$ cat src/rtl/gpr_wb_pkg.sv
// ============================================================================
// Module  : gpr_wb_pkg
// Purpose : Shared widths, active-low enable codes and write-request type
//           for the GPR write-back arbiter slice.
// Rev     : 1.0  initial release
// ============================================================================
`default_nettype none

package gpr_wb_pkg;

  localparam int GPR_ADDR_W = 5;
  localparam int GPR_DATA_W = 32;
  localparam int GPR_NUM    = 32;
  localparam int WB_PORTS   = 2;

  // Register-file write enable is active-low.
  localparam logic WE_ENABLE  = 1'b0;
  localparam logic WE_DISABLE = 1'b1;

  typedef struct packed {
    logic [GPR_ADDR_W-1:0] addr;
    logic [GPR_DATA_W-1:0] data;
  } wb_req_t;

endpackage : gpr_wb_pkg

`default_nettype wire

$ cat src/rtl/gpr_scoreboard.sv
// ============================================================================
// Module  : gpr_scoreboard
// Purpose : One pending-write bit per GPR; reservation set beats write clear.
// Rev     : 1.0  initial release
// ============================================================================
`default_nettype none

module gpr_scoreboard
  import gpr_wb_pkg::*;
(
  input  logic                  clk,
  input  logic                  reset,
  input  logic                  set_valid,
  input  logic [GPR_ADDR_W-1:0] set_addr,
  input  logic                  clr_valid,
  input  logic [GPR_ADDR_W-1:0] clr_addr,
  output logic [GPR_NUM-1:0]    busy
);

  logic [GPR_NUM-1:0] busy_d;
  logic [GPR_NUM-1:0] busy_q;

  for (genvar i = 0; i < GPR_NUM; i++) begin : g_busy_bit
    logic hit_set;
    logic hit_clr;

    assign hit_set = set_valid && (set_addr == GPR_ADDR_W'(i));
    assign hit_clr = clr_valid && (clr_addr == GPR_ADDR_W'(i));

    // A same-edge set means a newer producer was issued, so it wins.
    always_comb begin
      busy_d[i] = busy_q[i];
      if (hit_clr) busy_d[i] = 1'b0;
      if (hit_set) busy_d[i] = 1'b1;
    end
  end

  always_ff @(posedge clk) begin
    if (reset) begin
      busy_q <= '0;
    end else begin
      busy_q <= busy_d;
    end
  end

  assign busy = busy_q;

endmodule : gpr_scoreboard

`default_nettype wire

$ cat src/rtl/gpr_wb_arbiter.sv
// ============================================================================
// Module  : gpr_wb_arbiter
// Purpose : Shares the GPR write port between pipeline (port 0) and
//           multi-cycle unit (port 1) with a starvation guard for port 1.
//           Optional scoreboard: define GPR_WB_SCOREBOARD_EN.
// Rev     : 1.0  initial release
// ============================================================================
`default_nettype none

module gpr_wb_arbiter
  import gpr_wb_pkg::*;
#(
  parameter int STARVE_LIMIT = 4
) (
  input  logic                  clk,
  input  logic                  reset,

  input  logic                  wb0_valid,
  input  logic [GPR_ADDR_W-1:0] wb0_addr,
  input  logic [GPR_DATA_W-1:0] wb0_data,
  output logic                  wb0_ready,

  input  logic                  wb1_valid,
  input  logic [GPR_ADDR_W-1:0] wb1_addr,
  input  logic [GPR_DATA_W-1:0] wb1_data,
  output logic                  wb1_ready,

  input  logic                  rsv_valid,
  input  logic [GPR_ADDR_W-1:0] rsv_addr,
  output logic [GPR_NUM-1:0]    busy,

  output logic                  gpr_we_,
  output logic [GPR_ADDR_W-1:0] gpr_wr_addr,
  output logic [GPR_DATA_W-1:0] gpr_wr_data
);

  localparam logic [3:0] STARVE_MAX = 4'(STARVE_LIMIT);

  logic [3:0] starve_cnt_d;
  logic [3:0] starve_cnt_q;
  logic       gpr_we_d;
  logic       gpr_we_q;
  wb_req_t    wr_req_d;
  wb_req_t    wr_req_q;

  logic       starved;
  logic       grant_any;
  wb_req_t    sel_req;

  // Grant looks only at the valids and the counter, never at the output flop.
  assign starved   = (starve_cnt_q == STARVE_MAX);
  assign wb1_ready = !reset && wb1_valid && (starved || !wb0_valid);
  assign wb0_ready = !reset && wb0_valid && !(starved && wb1_valid);
  assign grant_any = wb0_ready || wb1_ready;

  always_comb begin
    sel_req = wb1_ready ? wb_req_t'{addr: wb1_addr, data: wb1_data}
                        : wb_req_t'{addr: wb0_addr, data: wb0_data};
  end

  always_comb begin
    starve_cnt_d = starve_cnt_q;
    if (!wb1_valid || wb1_ready) begin
      starve_cnt_d = 4'd0;
    end else if (starve_cnt_q < STARVE_MAX) begin
      starve_cnt_d = starve_cnt_q + 4'd1;
    end
  end

  always_comb begin
    gpr_we_d = WE_DISABLE;
    wr_req_d = wr_req_q;
    if (grant_any) begin
      gpr_we_d = WE_ENABLE;
      wr_req_d = sel_req;
    end
  end

  always_ff @(posedge clk) begin
    if (reset) begin
      starve_cnt_q <= 4'd0;
      gpr_we_q     <= WE_DISABLE;
      wr_req_q     <= '0;
    end else begin
      starve_cnt_q <= starve_cnt_d;
      gpr_we_q     <= gpr_we_d;
      wr_req_q     <= wr_req_d;
    end
  end

  assign gpr_we_     = gpr_we_q;
  assign gpr_wr_addr = wr_req_q.addr;
  assign gpr_wr_data = wr_req_q.data;

`ifdef GPR_WB_SCOREBOARD_EN
  gpr_scoreboard u_scoreboard (
    .clk       (clk),
    .reset     (reset),
    .set_valid (rsv_valid),
    .set_addr  (rsv_addr),
    .clr_valid (grant_any),
    .clr_addr  (sel_req.addr),
    .busy      (busy)
  );
`else
  logic unused_rsv;
  assign unused_rsv = ^{rsv_valid, rsv_addr};
  assign busy       = '0;
`endif

endmodule : gpr_wb_arbiter

`default_nettype wire

$ cat config.mk
export PLATFORM = sky130hd
export DESIGN_NAME = gpr_wb_arbiter
export DESIGN_NICKNAME = d
export VERILOG_FILES = /design/src/rtl/gpr_wb_pkg.sv /design/src/rtl/gpr_scoreboard.sv /design/src/rtl/gpr_wb_arbiter.sv
export SDC_FILE = /design/constraint.sdc
export NUM_CORES = 1
export LEC_CHECK = 0
export CORE_ASPECT_RATIO = 0.8
export CORE_MARGIN = 2
export CORE_UTILIZATION = 43
export DETAILED_ROUTE_END_ITERATION = 16
export MAX_ROUTING_LAYER = met4
export PLACE_DENSITY_LB_ADDON = 0.08
export SYNTH_ARGS = -nofsm -noshare
export SYNTH_HDL_FRONTEND = slang
export SYNTH_SLANG_ARGS = --single-unit
$ cat constraint.sdc
create_clock -name clk -period 1.7 [get_ports clk]
set_input_delay 0.17 -clock clk [delete_from_list [all_inputs] [get_ports clk]]
set_output_delay 0.17 -clock clk [all_outputs]
set_load 0.005 [all_outputs]
==> impl_metrics.json <==
{
  "combPwrFrac": 0.339,
  "pwr-share-seq": 0.404,
  "gpl.final_weighted_congestion": 0.738,
  "hp-start": "wb1_valid",
  "switching_share": 0.290,
  "path_clk_slew_ps": 90,
  "cts_tree": "built",
  "met1_usage": 0.280,
  "die_w_um": 105,
  "hold_path_class": "in2reg",
  "drt_iter0_drc": 51,
  "synth_area_leader_cell": "dfxtp_1",
  "synth_cell_types": 26,
  "final_antenna_net_count": 0,
  "portBuffers": 117,
  "fin_tns_setup_ps": 0,
  "grt_max_degree": 39,
  "initial_core_util": 0.441,
  "core_um2": 7910,
  "row_count": 29,
  "numCtsBuffers": 5,
  "critPathMaxStageDelay_ps": 340,
  "final_area_um2": 4690,
  "fp.dieH_um": 84.5,
  "slew_viol_final": 0,
  "fmaxAchievable_mhz": 646,
  "groute.usage.overall": 0.225,
  "cpLargestDelayFamily": "flip-flops",
  "syn_inst": 321,
  "setup_violations": 0,
  "grt_overflow": 0,
  "crit_fanout": 2,
  "reg2reg_slack_ps": 160,
  "cts_sinks": 42,
  "clockRootBuffer": "clkbuf_8",
  "clk_latency_ps": 300,
  "wl_mm": 9.36,
  "via_count": 2883,
  "postSynthAreaPerCell_um2": 10.9,
  "layout.cells.most_common_list": "clkdlybuf4s50_1, nor3_2, nor3_1, dfxtp_1",
  "dieArea_um2": 8840,
  "drive_gt1_frac": 0.385,
  "switchingPower_w": 0.000789,
  "grt_antenna_before_repair": 0,
  "synth_area_um2": 3480,
  "post-route-period-util": 0.911,
  "pwr-share-clk": 0.258,
  "rr_startpoint": "starve_cnt_q[0]",
  "irDropWorstVdd_mv": 0.368,
  "r2r-end": "gpr_wr_data[23]",
  "rsz0062_at_grt": "no",
  "holdBufCountCts": 0,
  "grt_pass1_vias": 3045,
  "path_cells": "inv_1 > ha_1 > and3b_2 > a21oi_1 > buf_2",
  "met2_usage": 0.376,
  "area_delta_synth_final_pct": 34.5,
  "yosysSeqAreaShare": 0.241,
  "first_pass_iters": 4,
  "cap_violations": 0,
  "hold_end": "gpr_wr_addr[1]",
  "antenna_cells": 0,
  "nFillCells": 696,
  "grt.busiest_layer": "met2",
  "critical_path_class": "reg2out",
  "cp.arrival_ps": 1380,
  "status": "finished clean",
  "nets": 516,
  "htree_levels": 2,
  "endpoint_kind": "output pin",
  "met3_usage": 0.0512,
  "vias_per_cell": 5.35,
  "min_period_ps": 1550,
  "ios": 156,
  "slowest_stage": "dfxtp_1",
  "drc": 0,
  "power.density_nw_per_um2": 581,
  "min_path_cells": 3,
  "hpwl_mm": 6.37,
  "fin_util": 0.593,
  "worst-r2r-cell-count": 7,
  "worstPathRequired_ps": 1530,
  "cts_setup_buffers": 0,
  "yosys.area.top_type_share": 0.241,
  "ys_seq_elements": 42,
  "intPower_w": 0.00194,
  "hold_viol": 0,
  "dp.cells": 531,
  "wire_per_inst_um": 17.4,
  "clock_skew_ps": 5.37,
  "clockBufferDepth": 2,
  "placed_area_um2": 4600,
  "final_common_cell": "clkdlybuf4s50_1",
  "fin_cells": 539,
  "path_buf_inv": 2,
  "p_leak_nw": 1.84,
  "yosys_warnings": 0,
  "synth_area_leaders": "dfxtp_1, nor3_2, mux2_4",
  "critPathLaunchType": "flop",
  "grt_pass1_wl_mm": 15.7
}
per-layer routing:
layer	vias up	part of all wire
met5	-	0
met4	0	0.0095
met3	11	0.056
met2	96	0.47
met1	1417	0.46
li1	1359	-
registers in the layout, indices dropped and copies added (netlist names):
| register | count |
|---|---|
| starve_cnt_q | 4 |
| gpr_wr_addr | 5 |
| gpr_we_ | 1 |
| gpr_wr_data | 32 |
power groups by stage:
stage	combinational, W	sequential (W)	clock, W
2_1_floorplan	0.000524	0.00113	0
3_3_place_gp	0.000913	0.00112	0
3_5_place_dp	0.000926	0.00112	0
4_1_cts	0.000930	0.00110	0.000729
5_1_grt	0.000992	0.00111	0.000764
6_report	0.000922	0.00110	0.000702
how the worst max path moves through the flow:
stage                          from         endpoint  slack, ps  depth (start not counted)
global route        starve_cnt_q[0]        wb1_ready          3                          6
floorplan           starve_cnt_q[0]  gpr_wr_data[20]        310                          7
finish              starve_cnt_q[0]        wb0_ready        150                          5
CTS                 starve_cnt_q[0]        wb0_ready         10                          5
detailed placement            reset        wb0_ready        -20                          4
global placement              reset        wb0_ready          2                          4
tightest hold or removal path, stage by stage:
cell      delay, ps
buf_2           150
o221ai_2        150
nor3_2           40
stage by stage:
| stage | total power (W) | setup slack [ps] | hold WS [ps] |
|---|---|---|---|
| finish | 0.00272 | 152 | 253 |
| global route | 0.00286 | 3.33 | 284 |
| CTS | 0.00276 | 11.2 | 247 |
| detailed placement | 0.00205 | -19.4 | 487 |
| global placement | 0.00203 | 1.55 | 494 |
| floorplan | 0.00165 | 308 | 344 |
cell usage after synthesis:
master	number
a21oi_1	4
and3_1	1
and3b_1	1
buf_2	12
buf_4	37
buf_6	10
buf_8	4
clkbuf_1	2
clkbuf_4	1
conb_1	1
dfxtp_1	42
ha_1	2
inv_1	4
mux2_4	37
nand2_1	3
nand2b_2	2
nand2b_4	1
nand3_1	1
nand3b_1	1
nor2_1	2
nor2b_1	1
nor3_1	55
nor3_2	56
o21ai_0	3
o221ai_2	37
xnor2_1	1
kinds of logic after synthesis:
family	synth area share
buf+inv	0.155
compound gates	0.169
simple gates	0.264
mux	0.159
fa+ha+maj	0.00718
xor+xnor	0.00251
other cells	0.00108
flops	0.241
cell type report:
| type | count | area (um^2) | area share |
|---|---|---|---|
| Tap cell | 108 | 135 | 0.0288 |
| Inverter | 4 | 15.0 | 0.00320 |
| Clock inverter | 1 | 5.00 | 0.00107 |
| Multi-Input combinational cell | 240 | 2220 | 0.474 |
| Clock buffer | 7 | 86.3 | 0.0184 |
| Timing Repair Buffer | 137 | 1380 | 0.295 |
| Sequential cell | 42 | 841 | 0.179 |
what timing repair did:
| action | in CTS | in global routing |
|---|---|---|
| cloned | 0 | 0 |
| hold endpoints to repair | 0 | 0 |
| gates resized for setup | 3 | 6 |
| setup endpoints to repair | 2 | 41 |
Note: power is estimated with default switching activity, not from simulation.
